<file path="config.mk">
export PLATFORM = sky130hd
export DESIGN_NAME = disp_refresh_ctrl_flat
export DESIGN_NICKNAME = d
export VERILOG_FILES = /design/src/rtl/disp_refresh_ctrl_pkg.sv /design/src/rtl/disp_refresh_ctrl_if.sv /design/src/rtl/disp_flash_div.sv /design/src/rtl/disp_refresh_ctrl.sv /design/src/flat_wrapper.sv
export SDC_FILE = /design/constraint.sdc
export NUM_CORES = 1
export LEC_CHECK = 0
export ABC_AREA = 1
export BUFFER_PORTS_ARGS = -buffer_cell sky130_fd_sc_hd__buf_2
export CAP_MARGIN = 5
export CELL_PAD_IN_SITES_DETAIL_PLACEMENT = 0
export CELL_PAD_IN_SITES_GLOBAL_PLACEMENT = 1
export CORE_UTILIZATION = 33
export DETAILED_ROUTE_END_ITERATION = 8
export HOLD_SLACK_MARGIN = 0.03
export PLACE_DENSITY_LB_ADDON = 0.12
export SLEW_MARGIN = 15
export SYNTH_ARGS = -nofsm -noshare
export SYNTH_HDL_FRONTEND = slang
export SYNTH_SLANG_ARGS = --single-unit
export TNS_END_PERCENT = 100
</file>
<file path="constraint.sdc">
create_clock -name clk -period 4.3 [get_ports clk]
set_clock_uncertainty 0.1 [all_clocks]
set_input_delay 0.43 -clock clk [delete_from_list [all_inputs] [get_ports clk]]
set_output_delay 0.43 -clock clk [all_outputs]
set_load 0.05 [all_outputs]
</file>
<file path="src/rtl/disp_refresh_ctrl_pkg.sv">
// Shared definitions for the display refresh controller.
//   state_t : frame scheduler states
//   NSRC    : number of selectable display sources
//   HEX_W / BYTE_W : per-source slice widths of hex data and point/LES bytes
package disp_refresh_ctrl_pkg;

    localparam int unsigned NSRC   = 4;
    localparam int unsigned HEX_W  = 32;
    localparam int unsigned BYTE_W = 8;

    typedef enum logic [2:0] {
        ST_IDLE,
        ST_LOAD,
        ST_START,
        ST_WAIT_HI,
        ST_WAIT_LO,
        ST_GAP
    } state_t;

endpackage

</file>
<file path="src/rtl/disp_refresh_ctrl_if.sv">
// Connection between the refresh scheduler and the seven-segment Display block.
//   master (scheduler): drives start/text/flash/hexs/point/les, reads seg_busy
//   slave  (Display)  : reads frame data, drives seg_busy
interface disp_refresh_ctrl_if;
    import disp_refresh_ctrl_pkg::*;

    logic              start;
    logic              text;
    logic              flash;
    logic [HEX_W-1:0]  hexs;
    logic [BYTE_W-1:0] point;
    logic [BYTE_W-1:0] les;
    logic              seg_busy;

    modport master (output start, text, flash, hexs, point, les, input seg_busy);
    modport slave  (input start, text, flash, hexs, point, les, output seg_busy);
endinterface

</file>
<file path="src/rtl/disp_flash_div.sv">
// Square-wave divider: flash toggles every FLASH_HALF clock cycles.
//   clk, rst (async, active-high) ; flash : divided square wave, reset low
module disp_flash_div #(
    parameter int unsigned FLASH_HALF = 25000000
) (
    input  logic clk,
    input  logic rst,
    output logic flash
);
    localparam int unsigned CW = (FLASH_HALF > 1) ? $clog2(FLASH_HALF) : 1;

    logic [CW-1:0] cnt_q, cnt_d;
    logic          flash_q, flash_d;

    always_comb begin
        cnt_d   = cnt_q + CW'(1);
        flash_d = flash_q;
        if (cnt_q == CW'(FLASH_HALF - 1)) begin
            cnt_d   = '0;
            flash_d = ~flash_q;
        end
    end

    always_ff @(posedge clk or posedge rst) begin
        if (rst) begin
            cnt_q   <= '0;
            flash_q <= 1'b0;
        end else begin
            cnt_q   <= cnt_d;
            flash_q <= flash_d;
        end
    end

    assign flash = flash_q;
endmodule

</file>
<file path="src/rtl/disp_refresh_ctrl.sv">
// Frame scheduler in front of the seven-segment Display block.
// Picks one of four sources (manual sel or auto page rotation), latches its
// frame data, pulses start, waits for the serializer, then holds an idle gap.
//   clk, rst (async, active-high)
//   en, auto, sel            : run enable, auto-rotate, manual source select
//   src_hexs/points/les/text : packed data of all four sources
//   disp (master)            : start/text/flash/hexs/point/les out, seg_busy in
//   cur_src, frame_done, tmo_err : status
module disp_refresh_ctrl
    import disp_refresh_ctrl_pkg::*;
#(
    parameter int unsigned FLASH_HALF  = 25000000,
    parameter int unsigned GAP_CYC     = 1024,
    parameter int unsigned PAGE_FRAMES = 64,
    parameter int unsigned BUSY_TMO    = 256
) (
    input  logic                     clk,
    input  logic                     rst,
    input  logic                     en,
    input  logic                     auto,
    input  logic [1:0]               sel,
    input  logic [NSRC*HEX_W-1:0]    src_hexs,
    input  logic [NSRC*BYTE_W-1:0]   src_points,
    input  logic [NSRC*BYTE_W-1:0]   src_les,
    input  logic [NSRC-1:0]          src_text,
    disp_refresh_ctrl_if.master      disp,
    output logic [1:0]               cur_src,
    output logic                     frame_done,
    output logic                     tmo_err
);
    localparam int unsigned CNT_MAX = (GAP_CYC > BUSY_TMO) ? GAP_CYC : BUSY_TMO;
    localparam int unsigned CNT_W   = (CNT_MAX > 1) ? $clog2(CNT_MAX) : 1;
    localparam int unsigned FR_W    = (PAGE_FRAMES > 1) ? $clog2(PAGE_FRAMES) : 1;

    state_t            state_q, state_d;
    logic [CNT_W-1:0]  cnt_q, cnt_d;        // shared by busy timeout and gap timing
    logic [FR_W-1:0]   frame_cnt_q, frame_cnt_d;
    logic [1:0]        page_src_q, page_src_d;
    logic [1:0]        cur_src_q, cur_src_d;
    logic              tmo_err_q, tmo_err_d;
    logic [HEX_W-1:0]  hexs_q, hexs_d;
    logic [BYTE_W-1:0] point_q, point_d;
    logic [BYTE_W-1:0] les_q, les_d;
    logic              text_q, text_d;
    logic [1:0]        sel_s1_q, sel_s2_q;  // sel comes from switches, unrelated to clk
    logic [1:0]        src;
    logic              start_c, frame_done_c;
    logic              flash_w;

    disp_flash_div #(.FLASH_HALF(FLASH_HALF)) u_flash (
        .clk   (clk),
        .rst   (rst),
        .flash (flash_w)
    );

    always_comb begin
        state_d      = state_q;
        cnt_d        = cnt_q;
        frame_cnt_d  = frame_cnt_q;
        page_src_d   = page_src_q;
        cur_src_d    = cur_src_q;
        tmo_err_d    = tmo_err_q;
        hexs_d       = hexs_q;
        point_d      = point_q;
        les_d        = les_q;
        text_d       = text_q;
        start_c      = 1'b0;
        frame_done_c = 1'b0;
        src          = auto ? page_src_q : sel_s2_q;

        case (state_q)
            ST_IDLE: begin
                if (en) state_d = ST_LOAD;
            end
            ST_LOAD: begin
                hexs_d    = src_hexs[src*HEX_W +: HEX_W];
                point_d   = src_points[src*BYTE_W +: BYTE_W];
                les_d     = src_les[src*BYTE_W +: BYTE_W];
                text_d    = src_text[src];
                cur_src_d = src;
                state_d   = ST_START;
            end
            ST_START: begin
                start_c = 1'b1;
                cnt_d   = '0;
                state_d = ST_WAIT_HI;
            end
            ST_WAIT_HI: begin
                if (disp.seg_busy) begin
                    state_d = ST_WAIT_LO;
                end else if (cnt_q == CNT_W'(BUSY_TMO - 1)) begin
                    // Aborted frame: flagged, not counted toward page rotation.
                    tmo_err_d = 1'b1;
                    cnt_d     = '0;
                    state_d   = ST_GAP;
                end else begin
                    cnt_d = cnt_q + CNT_W'(1);
                end
            end
            ST_WAIT_LO: begin
                if (!disp.seg_busy) begin
                    frame_done_c = 1'b1;
                    cnt_d        = '0;
                    state_d      = ST_GAP;
                    if (frame_cnt_q == FR_W'(PAGE_FRAMES - 1)) begin
                        frame_cnt_d = '0;
                        page_src_d  = page_src_q + 2'd1;
                    end else begin
                        frame_cnt_d = frame_cnt_q + FR_W'(1);
                    end
                end
            end
            ST_GAP: begin
                if (cnt_q == CNT_W'(GAP_CYC - 1)) begin
                    cnt_d   = '0;
                    state_d = en ? ST_LOAD : ST_IDLE;
                end else begin
                    cnt_d = cnt_q + CNT_W'(1);
                end
            end
            default: state_d = ST_IDLE;
        endcase
    end

    always_ff @(posedge clk or posedge rst) begin
        if (rst) begin
            state_q     <= ST_IDLE;
            cnt_q       <= '0;
            frame_cnt_q <= '0;
            page_src_q  <= '0;
            cur_src_q   <= '0;
            tmo_err_q   <= 1'b0;
            hexs_q      <= '0;
            point_q     <= '0;
            les_q       <= '0;
            text_q      <= 1'b1;
            sel_s1_q    <= '0;
            sel_s2_q    <= '0;
        end else begin
            state_q     <= state_d;
            cnt_q       <= cnt_d;
            frame_cnt_q <= frame_cnt_d;
            page_src_q  <= page_src_d;
            cur_src_q   <= cur_src_d;
            tmo_err_q   <= tmo_err_d;
            hexs_q      <= hexs_d;
            point_q     <= point_d;
            les_q       <= les_d;
            text_q      <= text_d;
            sel_s1_q    <= sel;
            sel_s2_q    <= sel_s1_q;
        end
    end

    // start is decoded from the state so an async reset removes it at once.
    assign disp.start = start_c;
    assign disp.text  = text_q;
    assign disp.flash = flash_w;
    assign disp.hexs  = hexs_q;
    assign disp.point = point_q;
    assign disp.les   = les_q;
    assign cur_src    = cur_src_q;
    assign frame_done = frame_done_c;
    assign tmo_err    = tmo_err_q;
endmodule

</file>
<file path="src/flat_wrapper.sv">
// flat-port wrapper written by rule: the top's interface ports become plain ports
module disp_refresh_ctrl_flat import disp_refresh_ctrl_pkg::*;
#(
    parameter int unsigned FLASH_HALF  = 25000000,
    parameter int unsigned GAP_CYC     = 1024,
    parameter int unsigned PAGE_FRAMES = 64,
    parameter int unsigned BUSY_TMO    = 256
)
  (clk, rst, en, auto, sel, src_hexs, src_points, src_les, src_text, cur_src, frame_done, tmo_err, disp_start, disp_text, disp_flash, disp_hexs, disp_point, disp_les, disp_seg_busy);
  disp_refresh_ctrl_if disp_i ();
  input  logic clk;
  input  logic rst;
  input  logic en;
  input  logic auto;
  input  logic [1:0] sel;
  input  logic [NSRC*HEX_W-1:0] src_hexs;
  input  logic [NSRC*BYTE_W-1:0] src_points;
  input  logic [NSRC*BYTE_W-1:0] src_les;
  input  logic [NSRC-1:0] src_text;
  output logic [1:0] cur_src;
  output logic frame_done;
  output logic tmo_err;
  output wire logic [$bits(disp_i.start)-1:0] disp_start;
  output wire logic [$bits(disp_i.text)-1:0] disp_text;
  output wire logic [$bits(disp_i.flash)-1:0] disp_flash;
  output wire logic [$bits(disp_i.hexs)-1:0] disp_hexs;
  output wire logic [$bits(disp_i.point)-1:0] disp_point;
  output wire logic [$bits(disp_i.les)-1:0] disp_les;
  input wire logic [$bits(disp_i.seg_busy)-1:0] disp_seg_busy;
  assign disp_start = disp_i.start;
  assign disp_text = disp_i.text;
  assign disp_flash = disp_i.flash;
  assign disp_hexs = disp_i.hexs;
  assign disp_point = disp_i.point;
  assign disp_les = disp_i.les;
  assign disp_i.seg_busy = disp_seg_busy;
  disp_refresh_ctrl #(.FLASH_HALF(FLASH_HALF), .GAP_CYC(GAP_CYC), .PAGE_FRAMES(PAGE_FRAMES), .BUSY_TMO(BUSY_TMO)) u_core (.clk(clk), .rst(rst), .en(en), .auto(auto), .sel(sel), .src_hexs(src_hexs), .src_points(src_points), .src_les(src_les), .src_text(src_text), .disp(disp_i), .cur_src(cur_src), .frame_done(frame_done), .tmo_err(tmo_err));
endmodule
</file>
# ---- Yosys cells after proc, flatten, opt, wreduce, memory -nomap -nowiden
# Index checks and enable logic that the tools add are counted.
dict set report word_totals {
  reg_bits 103
  input_bits 203
  out_inout_bits 55
  wordCells 65
}
dict set report op_classes {
  n_addsub 4
  n_lt_le_gt_ge 1
  eq_ne 14
  shift 3
  n_mux 20
  n_bitwise 2
  n_reduce_logical 7
}
# op n
set ops {}
lappend ops {{$shiftx A128 B8 Y32} 1}
lappend ops {{$shiftx A32 B6 Y8} 2}
lappend ops {{$mux W10} 4}
lappend ops {{$pmux W10 S4} 1}
lappend ops {{$add A25 B1 Y25 const B} 1}
lappend ops {{$eq A25 B25 Y1 const B} 1}
lappend ops {{$mux W25} 1}
lappend ops {{$pmux W3 S6} 1}
lappend ops {{$mux W3} 5}
lappend ops {{$add A10 B1 Y10 const B} 1}
lappend ops {{$eq A10 B10 Y1 const B} 1}
lappend ops {{$eq A10 B8 Y1 const B} 1}
lappend ops {{$reduce_and A3 Y1} 3}
lappend ops {{$add A6 B1 Y6 const B} 1}
lappend ops {{$eq A3 B2 Y1 const B} 2}
lappend ops {{$eq A3 B3 Y1 const B} 2}
lappend ops {{$eq A6 B6 Y1 const B} 1}
lappend ops {{$mux W6} 1}
lappend ops {{$ne A2 B2 Y1 const B} 3}
lappend ops {{$mux W1} 5}
lappend ops {{$reduce_and A4 Y1} 1}
lappend ops {{$reduce_bool A4 Y1} 1}
lappend ops {{$eq A3 B1 Y1 const B} 1}
lappend ops {{$logic_not A3 Y1} 1}
lappend ops {{8 further kinds} 9}

# ---- Longest topological paths before layout
# Gate-level depths: netlist of the first run.
dict set report logic_depth {
  word_depth 4
  mapped_depth 11
  mapped_depth_nobuf 9
}

# ---- By module
# From an unflattened synthesis of the first run, not the netlist that was laid out.
dict set report unflattened {
  hier_cells 1002
  hier_area_um2 6804.0
}
# module n_inst cells_each area_each_um2 seq_area_each_um2
set by_module_without_submodules {}
lappend by_module_without_submodules {disp_refresh_ctrl 1 778 5129.9 1928.1}
lappend by_module_without_submodules {disp_flash_div 1 224 1674.1 650.6}

# ---- Least setup slack after synthesis of the first run
# No wires, ideal clock.
dict set report synth_timing {
  path_kind {register to register}
  start {register u_core.state_q[0]}
  end {register u_core.page_src_q[1]}
  setup_time_ns 0.079
  t_arrival_ns 1.590
  required_ns 4.121
  path_slack_ns 2.531
  path_stages_with_launch 9
  n_path_buf 0
  period_less_slack_ns 1.769
  path_cell_list {dfrtp_1 nor2_1 nand2_1 inv_1 nand2_1 inv_1 nand2_1 nor2_1 xor2_1}
}
dict set report synth_via {
  elab_chain_cells 2
}
# item line
set synth_lines {}
lappend synth_lines {{from (decl)} disp_refresh_ctrl.sv:35} ;# state_t state_q, state_d;
lappend synth_lines {{from (signal assigned)} disp_refresh_ctrl.sv:140} ;# state_q <= state_d;
lappend synth_lines {{$eq A3 B3 Y1} disp_refresh_ctrl.sv:71} ;# case (state_q)
lappend synth_lines {{$reduce_and A3 Y1 (no source line)} --}
lappend synth_lines {{to (signal assigned)} disp_refresh_ctrl.sv:143} ;# page_src_q <= page_src_d;
lappend synth_lines {{to (decl)} disp_refresh_ctrl.sv:38} ;# logic [1:0] page_src_q, page_src_d;
# Every way passes these cells.
# A chain may end at the register's enable or synchronous reset.

# ---- Final worst setup path of the first run
dict set report layout_timing {
  start {register u_core.state_q[0]}
  end {output frame_done}
}
dict set report layout_via {
  elab_chain_cells 2
}
# item line
set layout_lines {}
lappend layout_lines {{$eq A3 B3 Y1} disp_refresh_ctrl.sv:71}
lappend layout_lines {{$mux W1} disp_refresh_ctrl.sv:71}
lappend layout_lines {{to (decl)} flat_wrapper.sv:21} ;# output logic frame_done;
# Every way passes these cells.

==> results.txt, run 1 <==
run status: finished clean
top area cells in the synthesized netlist: sky130_fd_sc_hd__dfrtp_1 (38%), sky130_fd_sc_hd__nand2_1 (22%), sky130_fd_sc_hd__inv_1 (11%)
Main synth FF type: sky130_fd_sc_hd__dfrtp_1
Mean Syn Cell Area: 6.355 um^2
# rows: 51
worst hold-check path type: in2async
Tot GR Track Use: 0.1940
Final Hold Fails: 0
worst-path maximum fanout: 6
final RePlAce weighted congestion: 0.8270
pin count of the biggest net entering global routing: 198
antenna violations before repair: 4
number of buffers added on ports: 257
half-perimeter wire length of the detailed placement result: 15020 um
peak supply drop: 297.7 uV
Crit path max-delay family: buffers and inverters
simple-gate share of the synthesized area: 0.2995
WL final: 19780 um
number of global-route vias before repair: 5998
Crit. End Element: output port
worst-margin pin slew: 1.007 ns
fin. max-slew vios: 0
core area: 19650 um^2
Leakage: 4.974 nW
number of H-tree levels: 3
slowest cell on the critical path: sky130_fd_sc_hd__dfrtp_1
final design instance area without fill: 8432 um^2
Crit path buffers/inverters: 3
CTS clk-pin slew, worst paths: 0.08 ns
worst-path cell chain: nor2_1 > nand2_1 > inv_1 > nand2_1 > inv_1 > buf_2
flop and latch count out of synthesis: 103
Total Die Area: 20830 um^2
final clock period utilization by the worst path: 0.5354
setup repair after global routing missed its margin: false
DRC viols: 0
most area-hungry cell type in the Yosys netlist: sky130_fd_sc_hd__dfrtp_1
Power Dens Cells: 499.4 nW/um^2
async set or reset register ratio after synthesis: 1.000
Post-Synthesis Cell Area: 6685 um^2
buffers inserted during post-CTS setup optimization: 0
Horiz. Die Dim: 144.3 um
Final setup viols: 0
sequential-to-total area share from yosys stat: 0.3857
multiplexer share of the synthesized area: 0
number of flops mapped to enable cells by yosys: 0
Worst R2R Start: u_core.page_src_q[1]
hold_buf cts: 0
first-pass GRT wire length: 30770 um
total cell area at the placement stage: 8135 um^2
source-to-sink clock delay at the later pin of the worst-skew pair: 0.36 ns
relative max-transition margin: 0.3286
grt ovf: 0
unique cell type count in the Yosys netlist: 30
share of post-route cells with drive strength above 1: 0.2247
crit start category: register
Slowest Stage Delay on Critical Path: 0.47 ns
TritonCTS clock tree: done
critical path start-end classification: reg2out
number of nets still failing antenna checks after routing: 0
data arrival time of the critical path: 1.77 ns
total nets after synthesis: 1258
final critical path time including I/O delays and setup: 2.302 ns
Filler Cell Count: 2245
cell count after synthesis: 1052
height of the die: 144.3 um
post-synth top area share: 0.3818
worst slack on hold paths: 0.02657 ns
synthesized-area fraction occupied by xor and xnor cells: 0.03275
initial standard-cell utilization of the core: 0.3401
required arrival time at the worst endpoint: 3.77 ns
number of warnings issued by yosys: 0
number of max-cap violations: 0
layout overhead on the synthesized area: 26.13%
via count: 6586
number of nets in the layout: 1487
Clock Path Buffers: 2
routed wire length per instance: 12.72 um
post-synthesis adder-cell area fraction: 0.005615
Pre-Repair DR Iteration Count: 4
Initial DRC Count: 247
top cells by count, synth: sky130_fd_sc_hd__nand2_1 (396), sky130_fd_sc_hd__inv_1 (198), sky130_fd_sc_hd__dfrtp_1 (102)
number of buffers created by CTS: 9
drt via density: 4.235
main combinational cell family by area after synthesis: simple AND/OR/NAND/NOR gates
post-synthesis compound-gate area fraction: 0.1265
cell with the most instances after synthesis: sky130_fd_sc_hd__nand2_1
worst setup path start: u_core.state_q[0]
count of clock tree sinks: 103
FMAX: 0.4344 GHz
cells resized by post-CTS repair: 0
num ports: 258
aggregate negative setup slack: 0 ns
root cell of the clock tree: sky130_fd_sc_hd__clkbuf_16
==> kinds of logic (layout without fill, tap and decap cells) <==
family | Yosys count | in the layout
AND/OR/NAND/NOR | 510 | 510
buffers and inverters | 244 | 478
AO/OA/AOI/OAI | 167 | 167
flip-flops | 103 | 103
XOR/XNOR | 25 | 25
adder cells (fa/ha/maj) | 3 | 3
other | 0 | 4
==> power breakdown <==
group          leakage [nW]  internal, mW  switching (mW)
clock network         0.135         0.406           0.411
logic                  3.51         0.496            1.50
registers              1.33          1.23           0.170
total                  4.97          2.13            2.08
==> worst register-to-register path, stage by stage (launching register included) <==
cell and delay [ns]:
sky130_fd_sc_hd__dfrtp_1 0.40, sky130_fd_sc_hd__inv_1 0.06, sky130_fd_sc_hd__nand2_1 0.07, sky130_fd_sc_hd__o21ai_4 0.06, sky130_fd_sc_hd__buf_4 0.51, sky130_fd_sc_hd__inv_2 0.55
sky130_fd_sc_hd__nand2_1 0.23, sky130_fd_sc_hd__nand2_1 0.07, sky130_fd_sc_hd__inv_1 0.05, sky130_fd_sc_hd__o21ai_1 0.05
==> sequential cells by signal (all words and copies together) (netlist names), 2 cells and up <==
register	flops
u_core.disp.hexs	32
u_core.u_flash.cnt_q	25
u_core.cnt_q	10
u_core.disp.les	8
u_core.disp.point	8
u_core.frame_cnt_q	6
u_core.state_q	3
u_core.cur_src	2
u_core.page_src_q	2
u_core.sel_s1_q	2
u_core.sel_s2_q	2
==> layout make-up <==
class,count,area (um^2),area share
Multi-Input combinational cell,705,3136,0.3719
Sequential cell,103,2579,0.3058
Timing Repair Buffer,262,1336,0.1585
Inverter,200,753.2,0.08933
Tap cell,265,331.6,0.03932
Clock buffer,9,225.2,0.02671
Clock inverter,7,61.31,0.007271
Antenna cell,4,10.01,0.001187
==> through the flow <==
step	power (mW)	std cells	utilization	worst slack [ns]
floorplan	2.869	1052	-	1.068
global placement	3.436	1535	0.4139	1.779
detailed placement	3.444	1535	0.4139	1.775
CTS	4.279	1551	0.4285	1.939
global route	4.510	1552	0.4286	1.756
finish	4.211	1555	0.4290	1.998
==> cell usage in the layout, fill, tap and decap left out <==
cell	count
sky130_fd_sc_hd__nand3_4	1
sky130_fd_sc_hd__nor2_4	1
sky130_fd_sc_hd__inv_2	2
sky130_fd_sc_hd__o21ai_0	71
sky130_fd_sc_hd__nand2_1	396
sky130_fd_sc_hd__a21oi_1	5
sky130_fd_sc_hd__o21ai_1	87
sky130_fd_sc_hd__inv_8	1
sky130_fd_sc_hd__inv_6	4
sky130_fd_sc_hd__or2_2	2
sky130_fd_sc_hd__diode_2	4
sky130_fd_sc_hd__nand3b_1	2
sky130_fd_sc_hd__xnor2_1	4
sky130_fd_sc_hd__clkinv_1	1
sky130_fd_sc_hd__o21ai_4	2
sky130_fd_sc_hd__buf_2	257
sky130_fd_sc_hd__buf_4	4
sky130_fd_sc_hd__inv_1	196
sky130_fd_sc_hd__inv_4	1
sky130_fd_sc_hd__dfstp_2	1
sky130_fd_sc_hd__nor4_1	1
sky130_fd_sc_hd__clkinvlp_4	2
sky130_fd_sc_hd__nor2_1	64
sky130_fd_sc_hd__ha_1	3
sky130_fd_sc_hd__buf_12	1
sky130_fd_sc_hd__xor2_1	21
sky130_fd_sc_hd__nor3_1	12
sky130_fd_sc_hd__nor3b_1	1
sky130_fd_sc_hd__a31o_2	1
sky130_fd_sc_hd__clkbuf_16	9
sky130_fd_sc_hd__o211ai_1	1
sky130_fd_sc_hd__nand4_1	6
sky130_fd_sc_hd__dfrtp_1	102
sky130_fd_sc_hd__nand3_1	24
==> metal layers <==
metal	global-route usage	wire length [um]	share of wire	up-vias
met4	0.05928	299	0.015	0
met3	0.05033	1205	0.061	18
met2	0.3249	9403	0.48	158
met1	0.2432	8867	0.45	2775
li1	-	-	-	3635
met5	0	0	0	-
==> worst paths after layout <==
check,slack (ns),end,cells after the start
setup / recovery,2.00,frame_done,6
hold / removal,0.03,u_core.u_flash.cnt_q[6],2
setup reg to reg,2.00,u_core.disp.point[5],9
hold reg to reg,0.25,u_core.sel_s2_q[1],0
max in group asynchronous,3.17,u_core.disp.text,3
min in group clk,0.07,u_core.sel_s1_q[1],1
(Power assumes the default switching activity.)
==> inputs of run 2 (changes only) <==
--- a/config.mk
+++ b/config.mk
@@ -5,12 +5,12 @@
 export SDC_FILE = /design/constraint.sdc
 export NUM_CORES = 1
 export LEC_CHECK = 0
-export ABC_AREA = 1
+export ABC_AREA = 0
 export BUFFER_PORTS_ARGS = -buffer_cell sky130_fd_sc_hd__buf_2
 export CAP_MARGIN = 5
 export CELL_PAD_IN_SITES_DETAIL_PLACEMENT = 0
 export CELL_PAD_IN_SITES_GLOBAL_PLACEMENT = 1
-export CORE_UTILIZATION = 33
+export CORE_UTILIZATION = 37
 export DETAILED_ROUTE_END_ITERATION = 8
 export HOLD_SLACK_MARGIN = 0.03
 export PLACE_DENSITY_LB_ADDON = 0.12
==> constraint.sdc (replaced) <==
create_clock -name clk -period 2.36 [get_ports clk]
set_clock_uncertainty 0.1 [all_clocks]
set_input_delay 0.236 -clock clk [delete_from_list [all_inputs] [get_ports clk]]
set_output_delay 0.236 -clock clk [all_outputs]
set_load 0.05 [all_outputs]
==> results.txt, run 2 <==
Horiz. Die Dim: 128.4 um
async set or reset register ratio after synthesis: 1.000
source-to-sink clock delay at the later pin of the worst-skew pair: 0.34 ns
Mean Syn Cell Area: 13.94 um^2
Tot GR Track Use: 0.1993
post-synthesis adder-cell area fraction: 0.006349
CTS clk-pin slew, worst paths: 0.07 ns
core area: 15370 um^2
Clock Path Buffers: 2
DP Cell Count: 880
CP endpoint: u_core.cnt_q[0]
TritonCTS clock tree: done
Initial DRC Count: 191
required arrival time at the worst endpoint: 2.49 ns
data arrival time of the critical path: 2.19 ns
critical path start-end classification: reg2reg
worst-margin pin slew: 0.5477 ns
Final setup viols: 0
height of the die: 128.4 um
Power Dens Cells: 1125 nW/um^2
Main synth FF type: sky130_fd_sc_hd__dfrtp_1
number of nets in the layout: 889
Slowest Stage Delay on Critical Path: 0.43 ns
most common cell after layout, fill and taps aside: sky130_fd_sc_hd__buf_2
final RePlAce weighted congestion: 0.7870
top cells by count, synth: sky130_fd_sc_hd__dfrtp_1 (102), sky130_fd_sc_hd__mux2_4 (49), sky130_fd_sc_hd__mux4_2 (49)
number of cells in the finished layout apart from fillers: 899
post-synth top area share: 0.4317
final setup slack of the worst path: 0.2997 ns
number of global-route vias before repair: 4946
internal reg-to-reg setup slack: 0.30 ns
worst setup slack before clock tree synthesis: 0.3011 ns
half-perimeter wire length of the detailed placement result: 12160 um
drt via density: 5.047
grt ovf: 0
number of warnings issued by yosys: 0
cell count after synthesis: 424
peak supply drop: 951.5 uV
most area-hungry cell type in the Yosys netlist: sky130_fd_sc_hd__dfrtp_1
total stage count of the critical path: 6
antenna violations before repair: 1
synthesized-area fraction occupied by xor and xnor cells: 0.04296
Total Die Area: 16490 um^2
num ports: 258
Post-Synthesis Cell Area: 5912 um^2
Tot Pwr: 8.773 mW
unique cell type count in the Yosys netlist: 54
DRC viols: 0
cell with the most instances after synthesis: sky130_fd_sc_hd__dfrtp_1
main combinational cell family by area after synthesis: multiplexers
flop and latch count out of synthesis: 103
sequential-to-total area share from yosys stat: 0.4362
number of cells traversed by the worst register-to-register path: 6
final antenna diode count: 0
routed wire length per instance: 17.17 um
Worst R2R Start: u_core.cnt_q[0]
pin count of the biggest net entering global routing: 77
initial standard-cell utilization of the core: 0.3846
total nets after synthesis: 630
# rows: 45
multiplexer share of the synthesized area: 0.3206
WL final: 15440 um
crit start category: register
FMAX: 0.4854 GHz
worst setup path start: u_core.cnt_q[0]
number of nets still failing antenna checks after routing: 0
setup repair after global routing missed its margin: false
final design instance area without fill: 7800 um^2
worst-path cell chain: ha_1 > nand3_1 > o311a_4 > o2bb2ai_4 > nor2_2 > mux2_2
final clock period utilization by the worst path: 0.8730
worst r2r dst: u_core.cnt_q[0]
share of post-route cells with drive strength above 1: 0.5858
count of clock tree sinks: 103
number of flip-flops in the largest register: 32
relative max-transition margin: 0.6337
aggregate negative setup slack: 0 ns
number of buffers created by CTS: 9
post-synthesis compound-gate area fraction: 0.04825
total cell area at the placement stage: 7496 um^2
number of H-tree levels: 3
buffers inserted during post-CTS setup optimization: 0
run status: finished clean
slowest cell on the critical path: sky130_fd_sc_hd__o311a_4
final core utilization: 0.5074
most frequent cells in the layout: sky130_fd_sc_hd__buf_2 (257), sky130_fd_sc_hd__dfrtp_1 (102), sky130_fd_sc_hd__mux4_2 (49), sky130_fd_sc_hd__mux2_4 (49), sky130_fd_sc_hd__nor2_1 (31)
Crit path buffers/inverters: 0
worst-path maximum fanout: 6
final critical path time including I/O delays and setup: 2.060 ns
root cell of the clock tree: sky130_fd_sc_hd__clkbuf_16
Final Hold Fails: 0
number of max-cap violations: 0
Leakage: 3.739 nW
Crit path max-delay family: compound AO/OA/AOI/OAI gates
top area cells in the synthesized netlist: sky130_fd_sc_hd__dfrtp_1 (43%), sky130_fd_sc_hd__mux4_2 (19%), sky130_fd_sc_hd__mux2_4 (12%)
worst slack on hold paths: 0.1950 ns
via count: 4537
fin. max-slew vios: 0
first-pass GRT wire length: 25070 um
number of flops mapped to enable cells by yosys: 0
simple-gate share of the synthesized area: 0.1185
number of buffers added on ports: 257
Pre-Repair DR Iteration Count: 4
Crit. End Element: register
worst hold-check path type: in2reg
layout overhead on the synthesized area: 31.94%
-- run 2: cell types whose count changed after synthesis, moves of 10 or more --
cell                       previous run  this run
sky130_fd_sc_hd__o21ai_0             71         4
sky130_fd_sc_hd__inv_1              198         6
sky130_fd_sc_hd__nand2_1            396        22
sky130_fd_sc_hd__nand3_1             25        15
sky130_fd_sc_hd__xor2_1              21        11
sky130_fd_sc_hd__nor2_1              64        31
sky130_fd_sc_hd__clkbuf_1            22         6
sky130_fd_sc_hd__o21ai_1             88         4
sky130_fd_sc_hd__xnor2_1              4        18
sky130_fd_sc_hd__mux2_4               0        49
sky130_fd_sc_hd__mux4_2               0        49
-- run 2: worst min-delay path by stage --
stage / from / to / slack [ns] / cells after the start
floorplan: sel[0] / u_core.sel_s1_q[0] / 0.17 / 0
global placement: u_core.sel_s1_q[0] / u_core.sel_s2_q[0] / 0.23 / 0
detailed placement: u_core.sel_s1_q[0] / u_core.sel_s2_q[0] / 0.24 / 0
CTS: en / u_core.state_q[0] / 0.18 / 4
global route: src_hexs[46] / u_core.disp.hexs[14] / 0.22 / 3
finish: disp_seg_busy / u_core.state_q[2] / 0.20 / 3
-- run 2: tightest hold or removal path, cell delays in order --
cell and delay [ns]:
sky130_fd_sc_hd__buf_2 0.19, sky130_fd_sc_hd__o211ai_1 0.12, sky130_fd_sc_hd__nand2_1 0.06
-- run 2: where the power goes --
part	switching (mW)	internal [mW]
sequential	0.457	2.33
clock	0.663	0.719
combinational	2.78	1.83
-- run 2: logic make-up after synthesis --
group / Yosys count
AO/OA/AOI/OAI: 36
XOR/XNOR: 29
adder cells (fa/ha/maj): 3
buffers and inverters: 29
flip-flops: 103
multiplexers: 103
AND/OR/NAND/NOR: 121
-- run 2: area by class of cell --
class	instances	area (um^2)
clock inverter	6	45.04
sequential	103	2579
clock buffer	10	229.0
tap	211	264.0
inverter	7	30.03
multi-input combinational	292	3199
fill	1347	7571
timing repair buffer	270	1454
-- run 2: timing repair --
action | 4_1_cts | 5_1_grt
hold endpoints to repair | 104 | 0
hold buffers | 3 | 0
gates resized for setup | 0 | 0
-- run 2: routing by layer --
metal  share of wire  track usage  vias up
met5         0.00052            0        -
met4           0.017      0.07405        2
met3           0.052      0.04865       20
met2            0.53       0.3472      136
met1            0.40       0.2391     2264
li1                -            -     2115
==> inputs of run 3 (changes only) <==
--- a/config.mk
+++ b/config.mk
@@ -10,11 +10,12 @@
 export CAP_MARGIN = 5
 export CELL_PAD_IN_SITES_DETAIL_PLACEMENT = 0
 export CELL_PAD_IN_SITES_GLOBAL_PLACEMENT = 1
-export CORE_UTILIZATION = 37
+export CORE_UTILIZATION = 38
+export CTS_BUF_LIST = sky130_fd_sc_hd__clkbuf_8
 export DETAILED_ROUTE_END_ITERATION = 8
+export GPL_ROUTABILITY_DRIVEN = 1
 export HOLD_SLACK_MARGIN = 0.03
 export PLACE_DENSITY_LB_ADDON = 0.12
-export SLEW_MARGIN = 15
 export SYNTH_ARGS = -nofsm -noshare
 export SYNTH_HDL_FRONTEND = slang
 export SYNTH_SLANG_ARGS = --single-unit
==> results.txt, run 3 (synthesis results as in run 2) <==
run status: finished clean
Crit. End Element: register
fin. max-slew vios: 0
final critical path time including I/O delays and setup: 2.069 ns
CTS clk-pin slew, worst paths: 0.09 ns
Final Hold Fails: 0
first-pass GRT wire length: 23950 um
number of nets still failing antenna checks after routing: 0
number of cells in the finished layout apart from fillers: 874
required arrival time at the worst endpoint: 2.52 ns
switching power share of the total: 0.4552
number of buffers created by CTS: 9
DRC viols: 0
buffers inserted during post-CTS setup optimization: 0
worst-path maximum fanout: 6
half-perimeter wire length of the detailed placement result: 11260 um
number of buffers added on ports: 257
Pre-Repair DR Iteration Count: 4
sequential share of power: 0.331
# rows: 45
most common cell after layout, fill and taps aside: sky130_fd_sc_hd__buf_2
grt ovf: 0
final RePlAce weighted congestion: 0.8280
Clk network pwr share: 0.122
via count: 4499
pin count of the biggest net entering global routing: 57
aggregate negative setup slack: 0 ns
number of cells traversed by the worst register-to-register path: 6
internal reg-to-reg setup slack: 0.29 ns
final clock period utilization by the worst path: 0.8766
final antenna diode count: 0
count of clock tree sinks: 103
drt via density: 5.148
number of flip-flops in the largest register: 32
min-delay src: en
Hold Crit Endpoint: u_core.state_q[0]
FMAX: 0.4834 GHz
final core utilization: 0.5034
height of the die: 126.7 um
combinational power share: 0.546
DP Cell Count: 856
number of global-route vias before repair: 4754
Tot GR Track Use: 0.1934
cell internal pwr: 4.550 mW
worst hold-check path type: in2reg
num ports: 258
number of nets in the layout: 888
relative max-transition margin: 0.6624
WL final: 14660 um
Final setup viols: 0
layout overhead on the synthesized area: 29.44%
routed wire length per instance: 16.77 um
antenna violations before repair: 1
switching component of the power: 3.802 mW
share of post-route cells with drive strength above 1: 0.5831
number of cells on the worst hold path: 4
Tot Pwr: 8.352 mW
worst r2r dst: u_core.cnt_q[0]
total cell area at the placement stage: 7447 um^2
peak supply drop: 671.9 uV
TritonCTS clock tree: done
Initial DRC Count: 128
source-to-sink clock delay at the later pin of the worst-skew pair: 0.37 ns
number of max-cap violations: 0
most frequent cells in the layout: sky130_fd_sc_hd__buf_2 (257), sky130_fd_sc_hd__dfrtp_1 (102), sky130_fd_sc_hd__mux4_2 (49), sky130_fd_sc_hd__mux2_4 (49), sky130_fd_sc_hd__nor2_1 (31)
setup repair after global routing missed its margin: false
core area: 15200 um^2
final design instance area without fill: 7652 um^2
Leakage: 3.701 nW
Worst R2R Start: u_core.cnt_q[0]
data arrival time of the critical path: 2.23 ns
initial standard-cell utilization of the core: 0.3889
critical path start-end classification: reg2reg
Total Die Area: 16060 um^2
Filler Cell Count: 1374
worst-margin pin slew: 0.5064 ns
number of H-tree levels: 3
root cell of the clock tree: sky130_fd_sc_hd__clkbuf_8
Horiz. Die Dim: 126.7 um
crit start category: register
Power Dens Cells: 1091 nW/um^2
Clock Path Buffers: 2
==> run 3: cell count changes in the layout (fill, tap and decap cells not counted), sizes merged <==
cell / delta
buf: -1
clkbuf: +1
clkinv: -1
clkinvlp: -2
inv: +1
==> run 3: how the worst max path moves through the flow <==
stage                 startpoint                   end  slack (ns)  cells after the start
6_report         u_core.cnt_q[0]       u_core.cnt_q[0]        0.29                      6
5_1_grt        u_core.state_q[2]            frame_done        0.15                      2
4_1_cts        u_core.state_q[2]            frame_done        0.23                      2
3_5_place_dp                auto  u_core.disp.point[0]        0.23                      5
3_3_place_gp                auto    u_core.disp.les[4]        0.27                      5
2_1_floorplan  u_core.state_q[1]  u_core.page_src_q[1]        0.25                      5
==> run 3: final cells by class <==
| class | count | area [um^2] | share of cell area |
|---|---|---|---|
| clock buffers | 11 | 151.4 | 0.01978 |
| clock inverters | 4 | 23.77 | 0.003107 |
| inverters | 7 | 30.03 | 0.003924 |
| multi-input cells | 292 | 3199 | 0.4181 |
| flip-flops and latches | 103 | 2579 | 0.3370 |
| well taps | 188 | 235.2 | 0.03074 |
| repair buffers | 269 | 1434 | 0.1874 |
==> run 3: critical path, stage by stage (launching register included) <==
cell and delay [ns]:
sky130_fd_sc_hd__dfrtp_1 0.40, sky130_fd_sc_hd__ha_1 0.22, sky130_fd_sc_hd__nand3_1 0.20, sky130_fd_sc_hd__o311a_4 0.44, sky130_fd_sc_hd__o2bb2ai_4 0.21, sky130_fd_sc_hd__nor2_2 0.11, sky130_fd_sc_hd__mux2_2 0.29
==> run 3: timing repair <==
item	CTS	global route
hold buffers	3	0
gates resized for setup	0	0
endpoints found under the hold margin	13	0
==> run 3: through the flow <==
stage | hold WS (ns) | setup WS (ns)
after global routing | 0.1674 | 0.1535
after global placement | 0.1253 | 0.2702
final | 0.1627 | 0.2913
after detailed placement | 0.1289 | 0.2300
after CTS | 0.1364 | 0.2277
after floorplan | 0.1674 | 0.2508
==> run 3: power by group through the flow <==
stage	logic [mW]	clock network (mW)	registers (mW)
after global routing	4.82	1.14	2.85
after CTS	4.61	1.08	2.77
final	4.56	1.02	2.77
after global placement	4.56	0	2.78
after floorplan	2.07	0	4.26
after detailed placement	4.62	0	2.77
==> run 3: per-layer routing <==
metal  GRT usage  vias up  routed length (um)  share of wire
li1            -     2109                   -              -
met2      0.3354      135                7669           0.52
met4     0.05462        2                 266          0.018
met1      0.2299     2232                5849           0.40
met3     0.06326       21                 865          0.059
met5           0        -                   8        0.00055
